**src/rtl/fifo_burst_reader.sv**
```systemverilog
// Burst read master for the FIFO read port: pops a requested number of words and
// forwards them through a 2-entry skid buffer onto a valid/ready stream.
module fifo_burst_reader #(
  parameter int unsigned DATA_WIDTH = 8,
  parameter int unsigned LEN_W      = 8
) (
  input  logic                  clk,
  input  logic                  reset,
  input  logic                  start,
  input  logic [LEN_W-1:0]      burst_len,
  output logic                  pop,
  input  logic                  empty,
  input  logic [DATA_WIDTH-1:0] data_out,
  output logic                  m_valid,
  input  logic                  m_ready,
  output logic [DATA_WIDTH-1:0] m_data,
  output logic                  m_last,
  output logic                  busy,
  output logic                  done,
  output logic [LEN_W-1:0]      words_left
);

  typedef enum logic [1:0] {IDLE, BURST, DRAIN} state_t;

  state_t                state;
  logic [1:0]            cnt;
  logic                  inflight;
  logic                  inflight_last;
  logic [DATA_WIDTH-1:0] buf1_data;
  logic                  buf1_last;

  logic       xfer;
  logic       room;
  logic [1:0] occ;
  logic [1:0] cnt_n;
  logic [1:0] slot;

  // Occupancy counts the word still on its way from the FIFO as already buffered.
  always_comb begin
    xfer  = m_valid && m_ready;
    occ   = 2'(cnt + {1'b0, inflight});
    room  = (occ < 2'd2) || ((occ == 2'd2) && xfer);
    pop   = (state == BURST) && (words_left != '0) && !empty && room;
    slot  = 2'(cnt - {1'b0, xfer});
    cnt_n = cnt;
    case ({inflight, xfer})
      2'b10:   cnt_n = 2'(cnt + 2'd1);
      2'b01:   cnt_n = 2'(cnt - 2'd1);
      default: cnt_n = cnt;
    endcase
  end

  assign m_valid = (cnt != 2'd0);
  assign busy    = (state != IDLE);

  always_ff @(posedge clk or negedge reset) begin
    if (!reset) begin
      state         <= IDLE;
      cnt           <= 2'd0;
      inflight      <= 1'b0;
      inflight_last <= 1'b0;
      m_data        <= '0;
      m_last        <= 1'b0;
      buf1_data     <= '0;
      buf1_last     <= 1'b0;
      done          <= 1'b0;
      words_left    <= '0;
    end else begin
      done          <= 1'b0;
      inflight      <= pop;
      inflight_last <= pop && (words_left == LEN_W'(1));
      cnt           <= cnt_n;
      if (pop) words_left <= LEN_W'(words_left - LEN_W'(1));

      // Head shifts out on transfer; a captured word lands behind whatever remains.
      if (xfer) begin
        m_data    <= buf1_data;
        m_last    <= buf1_last;
        buf1_data <= '0;
        buf1_last <= 1'b0;
      end
      if (inflight) begin
        if (slot == 2'd0) begin
          m_data <= data_out;
          m_last <= inflight_last;
        end else begin
          buf1_data <= data_out;
          buf1_last <= inflight_last;
        end
      end

      case (state)
        IDLE: begin
          if (start) begin
            if (burst_len != '0) begin
              words_left <= burst_len;
              state      <= BURST;
            end else begin
              done <= 1'b1;
            end
          end
        end
        BURST: begin
          if (pop && (words_left == LEN_W'(1))) state <= DRAIN;
        end
        DRAIN: begin
          // Finish on the edge where the final word leaves the buffer.
          if ((cnt_n == 2'd0) && !inflight) begin
            state <= IDLE;
            done  <= 1'b1;
          end
        end
        default: state <= IDLE;
      endcase
    end
  end

endmodule

```
**config.mk**
```make
export PLATFORM = sky130hd
export DESIGN_NAME = fifo_burst_reader
export DESIGN_NICKNAME = d
export VERILOG_FILES = /design/src/rtl/fifo_burst_reader.sv
export SDC_FILE = /design/constraint.sdc
export NUM_CORES = 1
export LEC_CHECK = 0
export ABC_CLOCK_PERIOD_IN_PS = 2450
export CAP_MARGIN = 20
export CORE_ASPECT_RATIO = 1.4
export CORE_UTILIZATION = 45
export CTS_CLUSTER_DIAMETER = 100
export DETAILED_ROUTE_END_ITERATION = 10
export PLACE_DENSITY_LB_ADDON = 0.12
export SETUP_SLACK_MARGIN = 0.5
export SLEW_MARGIN = 15
export SYNTH_ARGS = -nofsm -noshare
export SYNTH_HDL_FRONTEND = slang
export SYNTH_SLANG_ARGS = --single-unit
```
**constraint.sdc**
```tcl
create_clock -name clk -period 2.45 [get_ports clk]
set_input_delay 0.49 -clock clk [delete_from_list [all_inputs] [get_ports clk]]
set_output_delay 0.49 -clock clk [all_outputs]
set_load 0.02 [all_outputs]
```
# == Yosys cells after proc, flatten, opt, wreduce, memory -nomap -nowiden ==
# Cells that the tools add are included.
# classes
magnitude_cmp,1
eq_ne,10
reduce_logical,18
mux,26
add_sub_neg,5
# ops
op,count
8-bit two-way mux,10
8-bit nonzero test,2
1-bit two-way mux,9
"8-bit by 1-bit == test with 1-bit output, second input constant",1
2-bit two-way mux,4
"8-bit by 1-bit subtractor with 8-bit output, second input constant",1
1-bit logical AND,7
"2-bit == test, second input constant",3
2-bit logical NOT,3
"2-bit != test, second input constant",3
2-bit one-hot mux with 3 select lines,1
"2-bit by 1-bit == test with 1-bit output, second input constant",2
2-bit one-hot mux with 2 select lines,1
4-bit AND reduction,1
2-bit nonzero test,2
2-bit by 1-bit adder with 2-bit output,1
"2-bit by 1-bit adder with 2-bit output, second input constant",1
1-bit logical NOT,2
"2-bit < comparator, second input constant",1
"2-bit by 1-bit != test with 1-bit output, second input constant",1
1-bit one-hot mux with 2 select lines,1
2-bit by 1-bit subtractor with 2-bit output,1
"2-bit by 1-bit subtractor with 2-bit output, second input constant",1
1-bit logical OR,1
# word_totals
wordCells,70
in_bits,21
regBits,33

# == Longest topological paths before layout ==
# Gate-level depths: netlist of the first run.
# logic_depth
depth_word,9
ltp_mapped,10

# == Least setup slack after synthesis of the first run ==
# OpenSTA, ideal clock, no wires.
# synth_timing
kind,register to register
start,register cnt[1]
end,register state[1]
required_time_ns,2.330
slack_ns,0.067
setup_time_ns,0.120
path_buffers,2
arrival_ns,2.263
synth_period_minus_slack_ns,2.383
path_stages_with_launch,10
cell_sequence,dfrtp_1 > or2_2 > clkbuf_1 > nand2_2 > buf_2 > inv_1 > ha_1 > o21ai_0 > nand3_1 > a31o_1
# synth_between
elab_chain_cells,8
word_cells_on_any_way,19
classes_between,3 x add/sub; 1 x order compare; 5 x eq/ne; 1 x mux; 9 x reduce/logical
# synth_lines
item,line,source
"start, declared",26,logic [1:0] cnt;
"start signal, assigned",72,cnt <= cnt_n;
2-bit nonzero test (*),53,assign m_valid = (cnt != 2'd0);
net m_valid,14,"output logic m_valid,"
1-bit logical AND (*),40,xfer = m_valid && m_ready;
"2-bit by 1-bit == test with 1-bit output, or another cell as far along",46,"case ({inflight, xfer})"
2-bit one-hot mux with 2 select lines or 1-bit logical OR (tied branches),"46, 42",
2-bit logical NOT or 1-bit logical AND (tied branches),"108, 43",
1-bit logical AND (on tied branches),"108, 104",
2-bit != test (no source line) or 2-bit by 1-bit != test with 1-bit output (tied branches),n/a,
4-bit AND reduction (no source line) (*),n/a,
"end signal, assigned",104,if (pop && (words_left == LEN_W'(1))) state <= DRAIN;
"end signal, assigned",109,state <= IDLE;
"end signal, assigned",113,default: state <= IDLE;
"end, declared",25,state_t state;
# The timed path passes the listed nets; every way through them passes the cells marked *.
# A chain may end at the register's enable or synchronous reset.

# == Final worst setup path of the first run ==
# layout_timing
start,input port m_ready
end,output port pop
# layout_between
elab_chain_cells,4
# layout_lines
item,line,source
"start, declared",15,"input logic m_ready,"
1-bit logical AND,40,
1-bit logical AND,42,room = (occ < 2'd2) || ((occ == 2'd2) && xfer);
1-bit logical OR,42,
1-bit logical AND,43,pop = (state == BURST) && (words_left != '0) && !empty && room;
"end, declared",11,"output logic pop,"
# No other way between the ends.

==> summary.md, run 1 <==
| Metric | Value |
|---|---|
| Clock H-tree levels | `2` |
| Placed inst area | `2320 um2` |
| Path depth of the worst reg2reg path | `6` |
| Combinational family with the most area after synthesis | `simple AND/OR/NAND/NOR gates` |
| CP Data Required Time | `1960 ps` |
| Mux contribution to synthesized area | `0.0524` |
| Fraction of layout cells with a size suffix above 1 | `0.213` |
| Share of the synthesized area in compound gates (AO/OA/AOI/OAI) | `0.153` |
| Violation count after the first detailed-route iteration | `49` |
| Crit path max fanout | `3` |
| Number of storage elements in the synthesis netlist | `33` |
| Adder and majority gate portion of the synthesized area | `0.0291` |
| Relative slew slack | `0.575` |
| Synthesized netlist net count | `204` |
| Number of I/O port buffers | `41` |
| GR Util All Layers | `0.235` |
| Fraction of synthesis flops using an asynchronous set or reset pin | `1.00` |
| Sequential-to-total area share from yosys stat | `0.480` |
| Fmax | `around 470 MHz` |
| Classification of the worst-slack hold path | `reg -> reg` |
| Shortest period the worst path allows | `2150 ps` |
| Number of vias after detailed routing | `between 1,500 and 2,000` |
| Worst hold path depth | `2` |
| Simple-Gate Fraction of Synth Area | `0.225` |
| Syn Std Cell Area | `1720 um2` |
| TritonCTS clock tree | `yes` |
| Pleak | `0.00112 uW` |
| Height of the die | `75.2 um` |
| Pins Over Slew Limit | `0` |
| Leftover overflow at the end of global routing | `0` |
| Average cell area after synthesis | `just under 10 um2` |
| Final weighted congestion of routability-driven global placement | `0.910` |
| Combined area of the multi-input logic cells | `918 um2` |
| Area growth from synthesis to layout | `46.4%` |
| Met1 track utilization from global routing | `0.279` |
| Busiest metal layer after global routing | `met2` |
| Number of flops mapped to enable cells by yosys | `0` |
| Crit-path cells | `clkdlybuf4s50_1 -> nor2b_1 -> o221ai_4 -> nor2_4 -> buf_6` |
| Vias in the first global route | `about 1,500` |
| Total stage count of the critical path | `5` |
| Total power divided by cell area | `1180 nW/um2` |
| Endpoint type of the worst setup path | `primary output` |
| Status | `finished, final reports clean` |
| Layout Nets | `264` |
| Critical Path Source Type | `input port` |
| Area enclosed by the die boundary | `4080 um2` |
| Global routing usage on met2 | `0.381` |
| Maximum number of pins on one net before global-route repair | `34` |
| Maximum Capacitance Violations | `0` |
| Footprint of the flip-flops and latches | `827 um2` |
| DP Cell Count | `about 270` |
| Number of warnings printed during yosys synthesis | `0` |
| Actual transition at the worst max-transition pin | `638 ps` |
| Quantity of hold-fixing buffers added after cts | `0` |
| First drt pass iteration count | `4` |
| CTS root buf | `sky130_fd_sc_hd__clkbuf_8` |
| Num ports | `42` |
| Clock edge transition at the registers on the reported setup and hold paths | `70 ps` |
| Kind of critical path | `in -> out` |
| Unrepaired setup endpoints after global routing | `yes` |
| Floorplan Core Area | `3640 um2` |
| XOR/XNOR share of the synthesized area | `0.0102` |
| Most frequent cells in the layout | `34 x sky130_fd_sc_hd__clkdlybuf4s50_1, 32 x sky130_fd_sc_hd__dfrtp_1, 20 x sky130_fd_sc_hd__nand2_1` |
| Period Utilization, post-route | `0.877` |
| Worst endpoint data arrival time | `between 1500 and 2000 ps` |
| Number of hold violations in the final report | `0` |
| Post-route insts no fill | `282` |
| Post-DP HPWL | `2980 um` |
| Post-route ant nets | `0` |
| Met3 routing resource usage after global routing | `0.0707` |
| Commonest non-fill, non-tap cell in the layout | `sky130_fd_sc_hd__clkdlybuf4s50_1` |
| Final-layout worst hold slack | `478 ps` |
| Final-layout fill cell count | `312` |
| X dimension of the die | `54.3 um` |
| Maximum clock path buffer count | `2` |
| Initial cell density of the core | `0.472` |
| CTS buffer count | `5` |
| Detailed-route vias per instance | `5.65` |
| Buf+Inv Stages, Crit Path | `2` |
| Clock insertion delay at the later pin of the skew report | `290 ps` |
| Crit-path max cell delay | `500 ps` |
| Final instance area | `2520 um2` |
| Cell family with the largest share of critical-path delay | `buffers and inverters` |
| Number of failing setup endpoints in the final timing report | `0` |
| Detail-routed net length per standard cell | `between 15 and 20 um` |
| Clock sink count | `33` |
| Std-Cell Rows | `26` |
| Remaining routing DRC violations | `0` |
| First-pass GRT wire length | `6750 um` |
| Max Clock Skew | `roughly 4.4 ps` |
| Cell with the biggest individual delay on the critical path | `sky130_fd_sc_hd__clkdlybuf4s50_1` |
| Most common flop cell mapped by yosys | `sky130_fd_sc_hd__dfrtp_1` |
| Number of antenna diodes | `0` |
| Count of unique library cells instantiated by Yosys | `43` |
| Peak supply drop | `0.000803 V` |
| DRT Wirelength | `4280 um` |
| Number of antenna violations at the first check in global routing | `0` |
| Synthesized instance count | `179` |
==> layout make-up <==
cell class                 instances  share of cell area
multi-input combinational        124               0.365
timing repair buffer              59               0.222
sequential                        33               0.328
clock inverter                     1             0.00199
tap                               42              0.0209
clock buffer                       7              0.0383
inverter                          16              0.0238
==> routing by layer <==
layer,vias up,part of all wire
met2,67,0.53
met1,748,0.39
met3,9,0.064
met4,0,0.020
met5,-,0
li1,769,-
==> path summary, 6_finish.rpt <==
path | from | to | slack (ps)
setup / recovery | m_ready | pop | 300
hold / removal | inflight_last | m_last | 480
setup reg to reg | inflight | words_left[4] | 500
hold reg to reg | inflight_last | m_last | 480
max in group asynchronous | reset | words_left[1] | 1540
min in group asynchronous | reset | m_data[2] | 590
==> through the flow <==
step / power (uW) / TNS [ps] / worst slack, ps / util
3_5_place_dp: 2400 / -93.3 / -93.3 / 0.637
2_1_floorplan: 1830 / 0 / 466 / -
5_1_grt: 3170 / 0 / 261 / 0.691
3_3_place_gp: 2340 / -91.5 / -91.5 / 0.637
4_1_cts: 2870 / 0 / 312 / 0.668
6_report: 2960 / 0 / 302 / 0.691
==> what timing repair did <==
action	CTS	global route
cloned	0	0
resized for setup	11	17
setup buffers	1	2
pin swaps	2	5
endpoints found under the setup margin	16	19
==> flip-flops by register name, summed over array words and instances, names as in the netlist <==
signal,cells
buf1_data,8
inflight_last,1
inflight,1
m_last,1
state,2
words_left,8
m_data,8
buf1_last,1
done,1
cnt,2
==> worst reg2reg max path: stages (launching register included) <==
cell and delay [ps]:
sky130_fd_sc_hd__dfrtp_1 400, sky130_fd_sc_hd__ha_1 290, sky130_fd_sc_hd__and3b_2 280, sky130_fd_sc_hd__o221ai_4 140, sky130_fd_sc_hd__buf_6 180, sky130_fd_sc_hd__or4_1 510, sky130_fd_sc_hd__nand3_1 90
==> cell families (layout without fill, tap and decap cells) <==
kind of cell	Yosys count	count (layout)
buf+inv	22	83
fa+ha+maj	4	4
flops	33	33
xor+xnor	2	2
simple gates	70	70
compound gates	39	39
mux	9	9
==> where the power goes <==
group | switching, uW | internal (uW) | leakage [uW] | total [uW]
registers | 176 | 759 | 0.000417 | 935
clock network | 206 | 254 | 0.0000542 | 459
logic | 828 | 742 | 0.000652 | 1570
==> synth_stat cells (all sizes together) (2+ instances only) <==
cell type | number | area share
o211ai | 5 | 0.022
nand2 | 21 | 0.047
xnor2 | 2 | 0.010
nor3b | 2 | 0.015
or2 | 3 | 0.011
inv | 16 | 0.035
ha | 4 | 0.029
or4 | 5 | 0.024
o311ai | 2 | 0.010
nor4 | 3 | 0.011
mux2i | 9 | 0.052
buf | 3 | 0.0087
or3 | 4 | 0.015
nand3 | 16 | 0.047
nor2b | 2 | 0.0073
nand2b | 2 | 0.0073
nor2 | 4 | 0.0087
dfrtp | 33 | 0.48
o21ai | 21 | 0.063
nor3 | 2 | 0.0058
clkbuf | 3 | 0.0065
Power figures use the tool's default switching activity.
==> run 2: changes to the inputs <==
- GPL_TIMING_DRIVEN: not set -> 0
==> summary.md, run 2 (synthesized netlist as in run 1, its figures left out) <==
| Metric | Value |
|---|---|
| Post-DP HPWL | `3020 um (was 2980 um)` |
| Area growth from synthesis to layout | `47.3% (was 46.4%)` |
| WL met1 | `1840 um (was 1660 um)` |
| Commonest non-fill, non-tap cell in the layout | `sky130_fd_sc_hd__dfrtp_1 (was sky130_fd_sc_hd__clkdlybuf4s50_1)` |
| Top routing layer used | `met4 (unchanged)` |
| Relative slew slack | `0.502 (was 0.575)` |
| Cell family with the largest share of critical-path delay | `flip-flops (was buffers and inverters)` |
| Final weighted congestion of routability-driven global placement | `0.913 (was 0.910)` |
| Status | `finished, final reports clean (unchanged)` |
| Detail-routed net length per standard cell | `15.9 um (was 15.2 um)` |
| First-pass GRT wire length | `7010 um (was 6750 um)` |
| Critical Path Source Type | `flip-flop (was input port)` |
| Clock H-tree levels | `2 (unchanged)` |
| Layout Nets | `263 (was 264)` |
| Amount of wire on met2 after detailed routing | `2340 um (was 2260 um)` |
| Floorplan Core Area | `3640 um2 (unchanged)` |
| Library cell appearing most often on the critical path | `sky130_fd_sc_hd__buf_6` |
| Max Clock Skew | `4.39 ps (was 4.37 ps)` |
| Met3 wire length | `209 um (was 275 um)` |
| Number of hold violations in the final report | `0 (unchanged)` |
| Pins Over Slew Limit | `0 (unchanged)` |
| CTS root buf | `sky130_fd_sc_hd__clkbuf_8 (unchanged)` |
| Number of antenna diodes | `0 (unchanged)` |
| Std-Cell Rows | `26 (unchanged)` |
| GR Util All Layers | `0.237 (was 0.235)` |
| Peak supply drop | `0.000754 V (was 0.000803 V)` |
| Actual transition at the worst max-transition pin | `748 ps (was 638 ps)` |
| Worst endpoint data arrival time | `1730 ps (was 1660 ps)` |
| Most frequent cells in the layout | `32 x sky130_fd_sc_hd__dfrtp_1, 29 x sky130_fd_sc_hd__clkdlybuf4s50_1, 20 x sky130_fd_sc_hd__nand2_1 (was 34 x sky130_fd_sc_hd__clkdlybuf4s50_1, 32 x sky130_fd_sc_hd__dfrtp_1, 20 x sky130_fd_sc_hd__nand2_1)` |
| Vias in the first global route | `1,603 (was 1,494)` |
| First drt pass iteration count | `5 (was 4)` |
| Violation count after the first detailed-route iteration | `71 (was 49)` |
| Cell with the biggest individual delay on the critical path | `sky130_fd_sc_hd__dfrtp_1 (was sky130_fd_sc_hd__clkdlybuf4s50_1)` |
| Maximum number of pins on one net before global-route repair | `34 (unchanged)` |
| Detailed-route vias per instance | `5.78 (was 5.65)` |
| Maximum Capacitance Violations | `0 (unchanged)` |
| Crit-path max cell delay | `420 ps (was 500 ps)` |
| TritonCTS clock tree | `yes (unchanged)` |
| Buf+Inv Stages, Crit Path | `2 (unchanged)` |
| Shortest period the worst path allows | `2220 ps (was 2150 ps)` |
| Clock sink count | `33 (unchanged)` |
| Crit path max fanout | `2 (was 3)` |
| Path depth of the worst reg2reg path | `11 (was 6)` |
| Registers with the most flip-flops | `buf1_data: 8 flops, m_data: 8 flops, words_left: 8 flops (unchanged)` |
| CTS buffer count | `5 (unchanged)` |
| Final-layout fill cell count | `284 (was 312)` |
| Post-route ant nets | `0 (unchanged)` |
| Maximum clock path buffer count | `2 (unchanged)` |
| Total stage count of the critical path | `6 (was 5)` |
| Fraction of layout cells with a size suffix above 1 | `0.202 (was 0.213)` |
| Period Utilization, post-route | `0.908 (was 0.877)` |
| Height of the die | `75.2 um (unchanged)` |
| DRT Wirelength | `4450 um (was 4280 um)` |
| Num ports | `42 (unchanged)` |
| Total power divided by cell area | `1180 nW/um2 (about the same)` |
| Kind of critical path | `reg -> out (was in -> out)` |
| X dimension of the die | `54.3 um (unchanged)` |
| Quantity of hold-fixing buffers added after cts | `0 (unchanged)` |
| Fmax | `450 MHz (was 465 MHz)` |
| Utilization of the core after routing | `0.695 (was 0.691)` |
| CP Data Required Time | `1960 ps (about the same)` |
| Initial cell density of the core | `0.472 (unchanged)` |
| Number of I/O port buffers | `41 (unchanged)` |
| Area enclosed by the die boundary | `4080 um2 (unchanged)` |
| Final-layout worst hold slack | `272 ps (was 478 ps)` |
| Number of vias after detailed routing | `1,618 (was 1,593)` |
| Number of antenna violations at the first check in global routing | `0 (unchanged)` |
| Unrepaired setup endpoints after global routing | `yes (unchanged)` |
| Clock edge transition at the registers on the reported setup and hold paths | `70 ps (about the same)` |
| Number of failing setup endpoints in the final timing report | `0 (unchanged)` |
| Pleak | `0.00115 uW (was 0.00112 uW)` |
| Remaining routing DRC violations | `0 (unchanged)` |
| Crit-path cells | `ha_4 -> and3b_2 -> o221ai_4 -> buf_6 -> nor2_4 -> buf_6 (was clkdlybuf4s50_1 -> nor2b_1 -> o221ai_4 -> nor2_4 -> buf_6)` |
| Classification of the worst-slack hold path | `in -> async (was reg -> reg)` |
| Clock insertion delay at the later pin of the skew report | `280 ps (was 290 ps)` |
| Endpoint type of the worst setup path | `primary output (unchanged)` |
| Leftover overflow at the end of global routing | `0 (unchanged)` |
==> run 2: final timing paths <==
path	start	end	slack [ps]
max	inflight	pop	230
max in group asynchronous	reset	cnt[0]	1650
max reg2reg	cnt[0]	state[1]	400
min	reset	m_data[5]	270
min in group clk	inflight_last	m_last	480
min reg2reg	inflight_last	m_last	480
==> run 2: through the flow <==
step	power [uW]	setup WS, ps	area (um2)	TNS, ps	cells
floorplan	1830	466	1790	0	179
global placement	2300	-482	2250	-2360	262
detailed placement	2350	-536	2240	-2480	262
CTS	2900	227	2450	0	277
global route	3180	170	2530	0	280
finish	2990	226	2530	0	280
==> run 2: repair_timing <==
item / CTS / global route
setup endpoints to repair: 33 / 32
pin swaps: 8 / 8
cloned: 0 / 0
buffers inserted: 8 / 3
resized for setup: 25 / 16
hold endpoints to repair: 0 / 0
==> run 2: metal layers <==
metal | up-vias | global-route usage
met2 | 56 | 0.415
met4 | 0 | 0.105
met3 | 7 | 0.0525
met1 | 792 | 0.266
met5 | - | 0
li1 | 763 | -
==> run 2: cell type report <==
cell class              instances  area (um2)  share of cell area
multi-input cells             124         950               0.375
clock buffers                   7        86.3              0.0341
well taps                      42        52.6              0.0207
repair buffers                 52         503               0.199
flip-flops and latches         33         827               0.326
plain buffers                   6        55.1              0.0217
inverters                      16        60.1              0.0237
==> run 2: report_power, final <==
group          switching, uW  leakage [uW]  internal [uW]
Combinational            816      0.000687            779
Sequential               226      0.000418            759
Clock                    187     0.0000443            223
==> run 3: changes to the inputs <==
- CORE_UTILIZATION: 45 -> 49
==> summary.md, run 3 (synthesized netlist as in run 1, its figures left out) <==
| Metric | Value |
|---|---|
| Num ports | `42 (unchanged)` |
| Post-DP HPWL | `3040 um (was 3020 um)` |
| Crit path max fanout | `2 (unchanged)` |
| DP Cell Count | `260 (was 262)` |
| X dimension of the die | `52.1 um (was 54.3 um)` |
| CP Data Required Time | `1960 ps (about the same)` |
| Clock insertion delay at the later pin of the skew report | `290 ps (was 280 ps)` |
| CTS root buf | `sky130_fd_sc_hd__clkbuf_8 (unchanged)` |
| Endpoint type of the worst setup path | `primary output (unchanged)` |
| Number of antenna violations at the first check in global routing | `0 (unchanged)` |
| TritonCTS clock tree | `yes (unchanged)` |
| Commonest non-fill, non-tap cell in the layout | `sky130_fd_sc_hd__dfrtp_1 (unchanged)` |
| Number of hold violations in the final report | `0 (unchanged)` |
| Maximum clock path buffer count | `2 (unchanged)` |
| Maximum Capacitance Violations | `0 (unchanged)` |
| Actual transition at the worst max-transition pin | `748 ps (about the same)` |
| Fraction of layout cells with a size suffix above 1 | `0.253 (was 0.202)` |
| Library cell appearing most often on the critical path | `sky130_fd_sc_hd__buf_6 (unchanged)` |
| Vias in the first global route | `1,651 (was 1,603)` |
| Registers with the most flip-flops | `buf1_data: 8 flops, m_data: 8 flops, words_left: 8 flops (unchanged)` |
| Area growth from synthesis to layout | `49.1% (was 47.3%)` |
| Classification of the worst-slack hold path | `in -> async (unchanged)` |
| Quantity of hold-fixing buffers added after cts | `0 (unchanged)` |
| Worst endpoint data arrival time | `1720 ps (was 1730 ps)` |
| Layout Nets | `269 (was 263)` |
| Pleak | `0.00114 uW (was 0.00115 uW)` |
| Post-route ant nets | `0 (unchanged)` |
| Max Clock Skew | `10.5 ps (was 4.39 ps)` |
| Detailed-route vias per instance | `5.92 (was 5.78)` |
| Violation count after the first detailed-route iteration | `66 (was 71)` |
| Status | `finished, final reports clean (unchanged)` |
| Remaining routing DRC violations | `0 (unchanged)` |
| Cell with the biggest individual delay on the critical path | `sky130_fd_sc_hd__dfrtp_2 (was sky130_fd_sc_hd__dfrtp_1)` |
| Period Utilization, post-route | `0.903 (was 0.908)` |
| Power after layout | `3050 uW (was 2990 uW)` |
| Number of antenna diodes | `0 (unchanged)` |
| Fmax | `452 MHz (was 450 MHz)` |
| First-pass GRT wire length | `7220 um (was 7010 um)` |
| First drt pass iteration count | `4 (was 5)` |
| Floorplan Core Area | `3380 um2 (was 3640 um2)` |
| Area enclosed by the die boundary | `3760 um2 (was 4080 um2)` |
| Detail-routed net length per standard cell | `16.7 um (was 15.9 um)` |
| Number of vias after detailed routing | `1,686 (was 1,618)` |
| Final-layout worst hold slack | `261 ps (was 272 ps)` |
| Clock edge transition at the registers on the reported setup and hold paths | `70 ps (about the same)` |
| Critical Path Source Type | `flip-flop (unchanged)` |
| Clock H-tree levels | `2 (unchanged)` |
| Number of failing setup endpoints in the final timing report | `0 (unchanged)` |
| Final-layout fill cell count | `245 (was 284)` |
| Number of I/O port buffers | `41 (unchanged)` |
| Total power divided by cell area | `1190 nW/um2 (was 1180 nW/um2)` |
| Crit-path cells | `ha_4 -> and3b_2 -> o221ai_2 -> buf_6 -> nor2_4 -> buf_6 (was ha_4 -> and3b_2 -> o221ai_4 -> buf_6 -> nor2_4 -> buf_6)` |
| CTS buffer count | `5 (unchanged)` |
| Pins Over Slew Limit | `0 (unchanged)` |
| Clock sink count | `33 (unchanged)` |
| Height of the die | `72.1 um (was 75.2 um)` |
| Crit-path max cell delay | `430 ps (was 420 ps)` |
| Most frequent cells in the layout | `31 x sky130_fd_sc_hd__dfrtp_1, 29 x sky130_fd_sc_hd__clkdlybuf4s50_1, 20 x sky130_fd_sc_hd__nand2_1 (was 32 x sky130_fd_sc_hd__dfrtp_1, 29 x sky130_fd_sc_hd__clkdlybuf4s50_1, 20 x sky130_fd_sc_hd__nand2_1)` |
| Kind of critical path | `reg -> out (unchanged)` |
| Relative slew slack | `0.502 (about the same)` |
| Leftover overflow at the end of global routing | `0 (unchanged)` |
| Peak supply drop | `0.000837 V (was 0.000754 V)` |
| DRT Wirelength | `4750 um (was 4450 um)` |
| Initial cell density of the core | `0.509 (was 0.472)` |
| Final weighted congestion of routability-driven global placement | `0.950 (was 0.913)` |
| Std-Cell Rows | `25 (was 26)` |
| Unrepaired setup endpoints after global routing | `yes (unchanged)` |
| Post-route insts no fill | `285 (was 280)` |
| Maximum number of pins on one net before global-route repair | `34 (unchanged)` |
| Shortest period the worst path allows | `2210 ps (was 2220 ps)` |
| GR Util All Layers | `0.265 (was 0.237)` |
[run 3: layout make-up]
class,instances,area (um2),share of cell area
multi-input combinational,124,947,0.369
timing repair buffer,58,533,0.208
buffer,6,60.1,0.0234
clock buffer,5,68.8,0.0268
sequential,33,828,0.323
tap,40,50.0,0.0195
clock inverter,3,17.5,0.00683
inverter,16,60.1,0.0234
[run 3: power by group]
part           switching, uW  leakage [uW]  internal, uW
Clock                    212     0.0000439           196
Sequential               236      0.000416           760
Combinational            834      0.000684           817
Total                   1280       0.00114          1770
[run 3: worst paths after layout]
check | startpoint | end | slack [ps] | cells past startpoint
max | cnt[0] | pop | 240 | 6
min | reset | cnt[0] | 260 | 1
max reg2reg | cnt[0] | state[1] | 360 | 11
min reg2reg | buf1_data[6] | buf1_data[6] | 510 | 2
max in group asynchronous | reset | words_left[0] | 1670 | 1
min in group clk | burst_len[4] | words_left[4] | 480 | 3
[run 3: through the flow]
step | instance area [um2] | worst slack, ps | TNS (ps) | utilization
after floorplan | 1790 | 466 | 0 | -
after global placement | 2250 | -481 | -2010 | 0.665
after detailed placement | 2240 | -520 | -2720 | 0.664
after CTS | 2440 | 256 | 0 | 0.723
after global routing | 2560 | 188 | 0 | 0.759
final | 2560 | 238 | 0 | 0.759
[run 3: worst max-delay path: cells and delay by family (launching register included)]
family / cells / cell delay [ps]
AOI/OAI and AO/OA: 1 / 210
DFF: 1 / 430
adders and majority gates: 1 / 280
buffers and inverters: 2 / 260
and+or+nand+nor: 2 / 240
[run 3: layer usage]
metal  wire, um  GRT usage
met1       1770      0.279
met4         94      0.132
met5          0          0
met2       2670      0.484
met3        212     0.0482
[run 3: timing repair]
action                     CTS  global route
cloned                       0             0
pin swaps                    8             8
gates resized for setup     30            17
setup endpoints to repair   34            22
buffers inserted             8             9
